[src/rtl/motor_speed_pi_pkg.sv]
// Shared types and widths for the motor speed PI controller.
`timescale 1ns/1ps
package motor_speed_pi_pkg;

  localparam int unsigned MEAS_W   = 16;
  localparam int unsigned DUTY_W   = 10;
  localparam int unsigned DUTY_MAX = 1023;
  localparam int unsigned ERR_W    = 17;
  localparam int unsigned INTEG_W  = 24;
  localparam int unsigned PROD_W   = 40;

  typedef enum logic [2:0] {
    ST_IDLE = 3'd0,
    ST_ERR  = 3'd1,
    ST_INT  = 3'd2,
    ST_MUL  = 3'd3,
    ST_SUM  = 3'd4,
    ST_OUT  = 3'd5
  } state_e;

endpackage

[src/rtl/motor_speed_pi_if.sv]
// Command/measurement inputs and drive/status outputs of the speed loop.
`timescale 1ns/1ps
interface motor_speed_pi_if;
  import motor_speed_pi_pkg::*;

  logic              ctrl_en;
  logic [MEAS_W-1:0] target_speed;
  logic [MEAS_W-1:0] edge_in;
  logic [DUTY_W-1:0] duty_out;
  logic              upd_pulse;
  logic              sat_flag;
  logic              pwm_out;

  modport master (
    output ctrl_en, target_speed, edge_in,
    input  duty_out, upd_pulse, sat_flag, pwm_out
  );

  modport slave (
    input  ctrl_en, target_speed, edge_in,
    output duty_out, upd_pulse, sat_flag, pwm_out
  );
endinterface

[src/rtl/motor_pwm_gen.sv]
// PWM generator: prescaler, 10-bit counter, period-aligned duty shadow.
`timescale 1ns/1ps
module motor_pwm_gen
  import motor_speed_pi_pkg::*;
#(
  parameter int unsigned PWM_DIV = 6
) (
  input  logic              clk,
  input  logic              n_rst,
  input  logic [DUTY_W-1:0] duty,
  output logic              pwm_out
);

  localparam int unsigned PRE_W = (PWM_DIV > 1) ? $clog2(PWM_DIV) : 1;

  logic [PRE_W-1:0]  pre_q, pre_n;
  logic [DUTY_W-1:0] cnt_q, cnt_n;
  logic [DUTY_W-1:0] shadow_q, shadow_n;

  // Next counter values; shadow only reloads as the PWM counter wraps to 0
  always_comb begin
    pre_n    = pre_q + PRE_W'(1);
    cnt_n    = cnt_q;
    shadow_n = shadow_q;
    if (pre_q == PRE_W'(PWM_DIV - 1)) begin
      pre_n = '0;
      cnt_n = cnt_q + DUTY_W'(1);
      if (cnt_q == DUTY_W'(DUTY_MAX)) begin
        shadow_n = duty;
      end
    end
  end

  // Counter/shadow registers; output compares the values valid next cycle
  always_ff @(posedge clk) begin
    if (!n_rst) begin
      pre_q    <= '0;
      cnt_q    <= '0;
      shadow_q <= '0;
      pwm_out  <= 1'b0;
    end else begin
      pre_q    <= pre_n;
      cnt_q    <= cnt_n;
      shadow_q <= shadow_n;
      pwm_out  <= (cnt_n < shadow_n);
    end
  end

endmodule

[src/rtl/motor_speed_pi.sv]
// Closed-loop motor speed PI controller with PWM drive.
// Optional: define SPEEDCTRL_ANTIWINDUP_EN to freeze the integrator while
// the previous output was clamped in the direction of the current error.
`timescale 1ns/1ps
module motor_speed_pi
  import motor_speed_pi_pkg::*;
#(
  parameter int unsigned CTRL_PERIOD   = 125000000,
  parameter int unsigned SAMPLE_OFFSET = 2,
  parameter int unsigned KP            = 4,
  parameter int unsigned KI            = 1,
  parameter int unsigned GAIN_SHIFT    = 4,
  parameter int unsigned INT_LIM       = 65535,
  parameter int unsigned PWM_DIV       = 6
) (
  input logic              clk,
  input logic              n_rst,
  motor_speed_pi_if.slave  bus
);

  localparam int unsigned CNT_W = (CTRL_PERIOD > 1) ? $clog2(CTRL_PERIOD) : 1;

  localparam logic signed [INTEG_W:0]   INT_LIM_P = (INTEG_W + 1)'(INT_LIM);
  localparam logic signed [INTEG_W:0]   INT_LIM_N = -INT_LIM_P;
  localparam logic signed [PROD_W-1:0]  KP_S      = PROD_W'(KP);
  localparam logic signed [PROD_W-1:0]  KI_S      = PROD_W'(KI);
  localparam logic signed [PROD_W-1:0]  U_MAX     = PROD_W'(DUTY_MAX);

  state_e state_q, state_n;

  logic [CNT_W-1:0]           per_cnt, per_cnt_n;
  logic                       sample_c;
  logic [MEAS_W-1:0]          meas_q, meas_n, tgt_q, tgt_n;
  logic signed [ERR_W-1:0]    err_q, err_n;
  logic signed [INTEG_W-1:0]  integ_q, integ_n;
  logic signed [INTEG_W:0]    isum_c, iclamp_c;
  logic signed [PROD_W-1:0]   p_q, p_n, i_q, i_n, u_q, u_n;
  logic [DUTY_W-1:0]          duty_q, duty_n;
  logic                       sat_q, sat_n, upd_q, upd_n;
  logic                       hold_c;
  logic                       pwm_w;

  // Period counter wraps at CTRL_PERIOD; sampling keys off the incoming value
  always_comb begin
    per_cnt_n = per_cnt + CNT_W'(1);
    if (per_cnt == CNT_W'(CTRL_PERIOD - 1)) begin
      per_cnt_n = '0;
    end
  end

  assign sample_c = (per_cnt_n == CNT_W'(SAMPLE_OFFSET));

  // Integrator sum with symmetric magnitude clamp
  assign isum_c = (INTEG_W + 1)'(integ_q) + (INTEG_W + 1)'(err_q);

  always_comb begin
    iclamp_c = isum_c;
    if (isum_c > INT_LIM_P) begin
      iclamp_c = INT_LIM_P;
    end else if (isum_c < INT_LIM_N) begin
      iclamp_c = INT_LIM_N;
    end
  end

`ifdef SPEEDCTRL_ANTIWINDUP_EN
  logic sat_hi_q;

  // Remembers which rail the last clamp hit
  always_ff @(posedge clk) begin
    if (!n_rst) begin
      sat_hi_q <= 1'b0;
    end else if (state_q == ST_OUT) begin
      sat_hi_q <= !u_q[PROD_W-1];
    end
  end

  assign hold_c = sat_q &&
                  (( sat_hi_q && !err_q[ERR_W-1] && (err_q != '0)) ||
                   (!sat_hi_q &&  err_q[ERR_W-1]));
`else
  assign hold_c = 1'b0;
`endif

  // FSM next state: one cycle per step after the sample point
  always_comb begin
    state_n = state_q;
    case (state_q)
      ST_IDLE: if (sample_c) state_n = ST_ERR;
      ST_ERR:  state_n = ST_INT;
      ST_INT:  state_n = ST_MUL;
      ST_MUL:  state_n = ST_SUM;
      ST_SUM:  state_n = ST_OUT;
      ST_OUT:  state_n = ST_IDLE;
      default: state_n = ST_IDLE;
    endcase
  end

  // PI datapath next values, one stage per FSM state
  always_comb begin
    meas_n  = meas_q;
    tgt_n   = tgt_q;
    err_n   = err_q;
    integ_n = integ_q;
    p_n     = p_q;
    i_n     = i_q;
    u_n     = u_q;
    duty_n  = duty_q;
    sat_n   = sat_q;
    upd_n   = 1'b0;
    case (state_q)
      ST_IDLE: begin
        if (sample_c) begin
          meas_n = bus.edge_in;
          tgt_n  = bus.target_speed;
        end
      end
      ST_ERR: err_n = signed'(ERR_W'(tgt_q)) - signed'(ERR_W'(meas_q));
      ST_INT: integ_n = hold_c ? integ_q : INTEG_W'(iclamp_c);
      ST_MUL: begin
        p_n = KP_S * PROD_W'(err_q);
        i_n = KI_S * PROD_W'(integ_q);
      end
      ST_SUM: u_n = (p_q + i_q) >>> GAIN_SHIFT;
      ST_OUT: begin
        if (!bus.ctrl_en || (tgt_q == '0)) begin
          duty_n  = '0;
          sat_n   = 1'b0;
          integ_n = '0;
        end else if (u_q[PROD_W-1]) begin
          duty_n = '0;
          sat_n  = 1'b1;
        end else if (u_q > U_MAX) begin
          duty_n = DUTY_W'(DUTY_MAX);
          sat_n  = 1'b1;
        end else begin
          duty_n = DUTY_W'(u_q);
          sat_n  = 1'b0;
        end
        upd_n = (duty_n != duty_q);
      end
      default: ;
    endcase
  end

  // State, counter and datapath registers
  always_ff @(posedge clk) begin
    if (!n_rst) begin
      state_q <= ST_IDLE;
      per_cnt <= '0;
      meas_q  <= '0;
      tgt_q   <= '0;
      err_q   <= '0;
      integ_q <= '0;
      p_q     <= '0;
      i_q     <= '0;
      u_q     <= '0;
      duty_q  <= '0;
      sat_q   <= 1'b0;
      upd_q   <= 1'b0;
    end else begin
      state_q <= state_n;
      per_cnt <= per_cnt_n;
      meas_q  <= meas_n;
      tgt_q   <= tgt_n;
      err_q   <= err_n;
      integ_q <= integ_n;
      p_q     <= p_n;
      i_q     <= i_n;
      u_q     <= u_n;
      duty_q  <= duty_n;
      sat_q   <= sat_n;
      upd_q   <= upd_n;
    end
  end

  motor_pwm_gen #(
    .PWM_DIV (PWM_DIV)
  ) u_pwm (
    .clk     (clk),
    .n_rst   (n_rst),
    .duty    (duty_q),
    .pwm_out (pwm_w)
  );

  assign bus.duty_out  = duty_q;
  assign bus.upd_pulse = upd_q;
  assign bus.sat_flag  = sat_q;
  assign bus.pwm_out   = pwm_w;

endmodule

[src/flat_wrapper.sv]
// flat-port wrapper written by rule: the top's interface ports become plain ports
module motor_speed_pi_flat import motor_speed_pi_pkg::*;
#(
  parameter int unsigned CTRL_PERIOD   = 125000000,
  parameter int unsigned SAMPLE_OFFSET = 2,
  parameter int unsigned KP            = 4,
  parameter int unsigned KI            = 1,
  parameter int unsigned GAIN_SHIFT    = 4,
  parameter int unsigned INT_LIM       = 65535,
  parameter int unsigned PWM_DIV       = 6
)
  (clk, n_rst, bus_ctrl_en, bus_target_speed, bus_edge_in, bus_duty_out, bus_upd_pulse, bus_sat_flag, bus_pwm_out);
  motor_speed_pi_if bus_i ();
  input logic clk;
  input logic n_rst;
  input wire logic [$bits(bus_i.ctrl_en)-1:0] bus_ctrl_en;
  input wire logic [$bits(bus_i.target_speed)-1:0] bus_target_speed;
  input wire logic [$bits(bus_i.edge_in)-1:0] bus_edge_in;
  output wire logic [$bits(bus_i.duty_out)-1:0] bus_duty_out;
  output wire logic [$bits(bus_i.upd_pulse)-1:0] bus_upd_pulse;
  output wire logic [$bits(bus_i.sat_flag)-1:0] bus_sat_flag;
  output wire logic [$bits(bus_i.pwm_out)-1:0] bus_pwm_out;
  assign bus_i.ctrl_en = bus_ctrl_en;
  assign bus_i.target_speed = bus_target_speed;
  assign bus_i.edge_in = bus_edge_in;
  assign bus_duty_out = bus_i.duty_out;
  assign bus_upd_pulse = bus_i.upd_pulse;
  assign bus_sat_flag = bus_i.sat_flag;
  assign bus_pwm_out = bus_i.pwm_out;
  motor_speed_pi #(.CTRL_PERIOD(CTRL_PERIOD), .SAMPLE_OFFSET(SAMPLE_OFFSET), .KP(KP), .KI(KI), .GAIN_SHIFT(GAIN_SHIFT), .INT_LIM(INT_LIM), .PWM_DIV(PWM_DIV)) u_core (.clk(clk), .n_rst(n_rst), .bus(bus_i));
endmodule
[config.mk]
export PLATFORM = sky130hd
export DESIGN_NAME = motor_speed_pi_flat
export DESIGN_NICKNAME = d
export VERILOG_FILES = /design/src/rtl/motor_speed_pi_pkg.sv /design/src/rtl/motor_speed_pi_if.sv /design/src/rtl/motor_pwm_gen.sv /design/src/rtl/motor_speed_pi.sv /design/src/flat_wrapper.sv
export SDC_FILE = /design/constraint.sdc
export NUM_CORES = 1
export LEC_CHECK = 0
export BUFFER_PORTS_ARGS = -buffer_cell sky130_fd_sc_hd__buf_2
export CAP_MARGIN = 20
export CORE_ASPECT_RATIO = 0.8
export CORE_UTILIZATION = 40
export CTS_CLUSTER_DIAMETER = 200
export DETAILED_ROUTE_END_ITERATION = 12
export PLACE_DENSITY_LB_ADDON = 0.25
export SLEW_MARGIN = 40
export SYNTH_ARGS = -nofsm -noshare
export SYNTH_HDL_FRONTEND = slang
export SYNTH_SLANG_ARGS = --single-unit
[constraint.sdc]
create_clock -name clk -period 6 [get_ports clk]
set_input_delay 0.3 -clock clk [delete_from_list [all_inputs] [get_ports clk]]
set_output_delay 0.3 -clock clk [all_outputs]
set_load 0.01 [all_outputs]
; ---- Word level (Yosys, flattened, before mapping)
; Index checks and enable logic that the tools add are counted.
[classes]
addsub = 6
order_cmp = 4
eq_ne = 12
muxes = 17
n_bitwise = 1
n_reduce_logical = 9
[op_table]
columns = cell, count
row1 = 2-to-1 mux 24 bit, 3
row2 = 2-to-1 mux 10 bit, 7
row3 = one-hot mux 24 bit (2 select lines), 1
row4 = adder 27 x 1 -> 27 bit (second input constant), 1
row5 = equality test 27 x 2 -> 1 bit (second input constant), 1
row6 = equality test 27 bit (second input constant), 1
row7 = 2-to-1 mux 27 bit, 1
row8 = adder 19 x 24 -> 25 bit, 1
row9 = adder 24 x 17 -> 25 bit, 1
row10 = greater-than comparator 25 x 17 -> 1 bit (second input constant), 1
row11 = < comparator 25 x 17 -> 1 bit (second input constant), 1
row12 = greater-than comparator 21 x 11 -> 1 bit (second input constant), 1
row13 = subtractor 16 x 16 -> 17 bit, 1
row14 = zero test 16 bit, 1
row15 = one-hot mux 3 bit (5 select lines), 1
row16 = adder 10 x 1 -> 10 bit (second input constant), 1
row17 = equality test 10 bit (second input constant), 1
row18 = < comparator 10 bit, 1
row19 = inequality test 10 bit, 1
row20 = equality test 3 bit (second input constant), 3
row21 = equality test 3 x 2 -> 1 bit (second input constant), 2
row22 = AND reduction 2 bit, 3
row23 = inequality test 2 x 1 -> 1 bit (second input constant), 2
row24 = adder 3 x 1 -> 3 bit (second input constant), 1
row25 = other kinds (9), 11
[totals]
reg_bits = 201
inputBits = 35
out_inout_bits = 13

; ---- Longest topological paths before layout
[depth]
depth_word = 6
depth_mapped = 15
ltp_nobuf = 14

; ---- Modules after synthesis
; A second synthesis with hierarchy kept.
[hier_totals]
cells_unflattened = 1333
hier_area_um2 = 10985.5
[modules_own_cells]
columns = mod, n_inst, cells_per_inst, area_per_inst_um2, seq_area_each_um2
row1 = motor_speed_pi, 1, 1212, 9754.4, 3503.4
row2 = motor_pwm_gen, 1, 121, 1231.2, 480.5

; ---- Worst setup path before layout
; OpenSTA, ideal clock, no wires.
[synth_timing]
kind = register to register
start = reg u_core.integ_q[0]
end = reg u_core.integ_q[6]
setup_time_ns = 0.074
arrival_ns = 3.437
t_required_ns = 5.926
path_slack_ns = 2.489
stages_incl_launch_ff = 15
n_path_buf = 1
synth_period_minus_slack_ns = 3.511
cell_sequence = dfxtp_1 -> ha_1 -> fa_1 -> a21oi_1 -> o2111ai_1 -> a41oi_1 -> nor3b_1 -> or3_1 -> a21oi_1 -> xnor2_1 -> nand4_1 -> o41ai_2 -> buf_2 -> nand2_1 -> a31oi_1
[synth_between]
elab_chain_len = 5
[synth_rtl]
columns = item, line_no
row1 = from (decl), motor_speed_pi.sv:35  ; logic signed [INTEG_W-1:0] integ_q, integ_n;
row2 = from (signal assigned), motor_speed_pi.sv:166  ; integ_q <= integ_n;
row3 = adder 24 x 17 -> 25 bit *, motor_speed_pi.sv:54  ; assign isum_c = (INTEG_W + 1)'(integ_q) + (INTEG_W + 1)'(err_q);
row4 = < comparator 25 x 17 -> 1 bit, motor_speed_pi.sv:60  ; end else if (isum_c < INT_LIM_N) begin
row5 = 2-to-1 mux 24 bit, motor_speed_pi.sv:60
row6 = 2-to-1 mux 24 bit *, motor_speed_pi.sv:58  ; if (isum_c > INT_LIM_P) begin
row7 = one-hot mux 24 bit (2 select lines) *, motor_speed_pi.sv:110  ; case (state_q)
; Mark *: on every way between the ends. The rest lies on a longest branch, timed or not.
; A chain may end at the register's enable or synchronous reset.

; ---- Final worst setup path
[layout_timing]
start = reg u_core.integ_q[0]
end = reg u_core.integ_q[0]
; Same word-level chain as after synthesis.

==> results.cfg <==
[die]
die_height_um = 150
start_util = 0.411
core_mm2 = 0.0265
rows = 53
die_x_um = 187
dieArea_mm2 = 0.0279
io_pins = 48

[placement]
place_congestion = 0.880
place_inst = 1693
portBuffers = 47
dp_slack_ps = 1950
place_hpwl_um = 18200

[layout]
area_growth_pct = 10.5
final_nets = 1466
diodes = 0
stdcell_count = 1724
drive_gt1_frac = 0.0863

[global_route]
grt-ovfl-total = 0
antenna_found_initial = 0
grt_max_degree = 107
track_usage = 0.184
grt_pass1_wl_um = 42200
grt_pass1_vias = 8308

[yosys]
synth.cell_area_mm2 = 0.0109
synth.top_cells.by_count = 223 x nand2_1, 199 x dfxtp_1, 140 x a21oi_1
syn_inst = 1340
synth.most_common_cell = nand2_1
synth_nets = 1451
synthDistinctLibCells = 78
synth.area.top_cells = dfxtp_1 37%, ha_1 8.5%, nand2_1 7.7%
yosysTopAreaCellShare = 0.365
ys_ff_latch = 199
synth-edff-count = 0
avgSynthCellArea_um2 = 8.14
synth_warnings = 0
yosysTopAreaCell = dfxtp_1
ys.flop_type = dfxtp_1
synthArstFlopShare = 0
ys_seq_area_frac = 0.365

[timing]
skew_ps = 12.7
slew_headroom = 0.457
max_freq_mhz = 250
final-setup-viol-count = 0
drv_slew = 0
fin_crit_ps = 4000
setup_slack_ps = 2000
tightestPinTransition_ps = 814
tns_ps = 0
rsz0062_at_grt = false
hold_violations = 0
post-route-period-util = 0.667

[worst_setup_path]
crit_fanout = 6
end_kind = flip-flop
required_ps = 6290
critPathArrivalTime_ps = 4300
path_class = flip-flop to flip-flop
start_kind = flip-flop
r2r_cells = 11

[drt]
first_pass_iters = 7
ant_nets = 0
drc = 0
avgViaCountPerCell = 5.25
routedWlPerCell_um = 14.7
drtIter0Drc = 588
routed_wl_um = 25300
num_vias = 9046

[power]
power_uw = 3140
seq_power_share = 0.450
irDropWorstVdd_v = 0.000233
power.density_mw_per_mm2 = 261
p_int_uw = 2240
switching_power_uw = 898
p_comb_frac = 0.151
p_sw_frac = 0.286
leakagePower_uw = 0.00483
p_clk_frac = 0.398

[worst_hold_path]
hold_class = input pin to flip-flop
whs_path_depth = 3

[clock_tree]
clk_latency_ps = 440
clockBufferDepth = 2
postCtsSetupRepairBufs = 0
cts_tree = yes
postCtsResizedCells = 0
postCtsHoldBufs = 0
clkTransAtPathRegs_ps = 80
cts.htree.levels = 4
cts_buffers = 17
cts-root-buf = clkbuf_16
cts.sinks = 199

[status]
outcome = complete, no violations

[flow_run]
maxCapViolations = 0
## stage by stage
step,area (um^2),hold slack (ps),utilization
final,12000,85.3,0.454
after global routing,12000,81.8,0.454
after CTS,12000,67.7,0.454
after detailed placement,11400,448,0.430
after global placement,11400,441,0.429
after floorplan,10900,421,-
## power by group through the flow
stage / Clock [uW] / Combinational (uW) / Sequential (uW)
after floorplan: 0 / 377 / 1420
after global placement: 0 / 467 / 1440
after detailed placement: 0 / 473 / 1440
after CTS: 1280 / 476 / 1410
after global routing: 1330 / 531 / 1420
final: 1250 / 475 / 1410
## critical path, cell delays in order (launching register included)
cell and delay, ps:
dfxtp_1 330, ha_1 250, fa_1 420, a21oi_1 260, o2111ai_1 240, a41oi_1 580
nor3_1 170, o31a_1 310, o32a_1 300, or4_4 560, o21ai_0 320, a211oi_1 120
## state kept, by name, indices dropped and copies added (netlist names), 16 cells and up
register	count
u_core.p_q	17
u_core.integ_q	24
u_core.err_q	17
u_core.tgt_q	16
u_core.i_q	22
u_core.meas_q	16
u_core.per_cnt	27
u_core.u_q	21
## metal layers
layer | vias to the layer above | track usage | share of wire
met3 | 13 | 0.0291 | 0.030
met5 | - | 0 | 0
met4 | 0 | 0.0443 | 0.0078
met1 | 4163 | 0.268 | 0.54
met2 | 142 | 0.283 | 0.42
li1 | 4728 | - | -
## final cells by class
| type | count | area (um^2) |
|---|---|---|
| clock buffers | 18 | 439 |
| clock inverters | 13 | 191 |
| fillers | 2656 | 14500 |
| inverters | 39 | 149 |
| multi-input cells | 1046 | 6560 |
| flip-flops and latches | 199 | 3980 |
| well taps | 357 | 447 |
| repair buffers | 52 | 277 |
## cell usage in the layout (no fill, tap or decap), types with 5 or more instances in the layout
cell,n
a211oi_1,5
a21o_1,13
a21oi_1,139
a22o_1,5
a31o_2,5
a31oi_1,20
and2_1,15
and3_1,13
buf_2,47
clkbuf_16,17
dfxtp_1,199
ha_1,74
inv_1,38
mux2i_1,46
nand2_1,222
nand2b_1,13
nand3_1,29
nand3b_1,6
nand4_1,13
nor2_1,139
nor2b_1,18
nor3_1,27
nor4_1,14
o211ai_1,15
o21ai_0,30
o21bai_1,5
or2_2,7
or3_1,11
xnor2_1,51
xor2_1,26
## logic make-up after synthesis
family                     after synthesis  share of synthesized area
AOI/OAI and AO/OA                      286                      0.164
adders and majority gates               76                     0.0886
muxes                                   49                     0.0453
buffers and inverters                   95                     0.0359
DFF                                    199                      0.365
xor gates and xnor gates                77                     0.0619
and+or+nand+nor                        558                      0.239
## worst paths after layout
kind	start	to	slack, ps
max	u_core.integ_q[0]$_SDFFE_PN0P_	u_core.integ_q[0]$_SDFFE_PN0P_	2000
min reg2reg	u_core.u_q[18]$_SDFFE_PN0N_	u_core.u_q[18]$_SDFFE_PN0N_	460
max reg2reg	u_core.integ_q[0]$_SDFFE_PN0P_	u_core.integ_q[0]$_SDFFE_PN0P_	2000
min	bus_target_speed[0]	u_core.tgt_q[0]$_SDFFE_PN0P_	90
No activity file was read; power rests on OpenSTA's default activity.
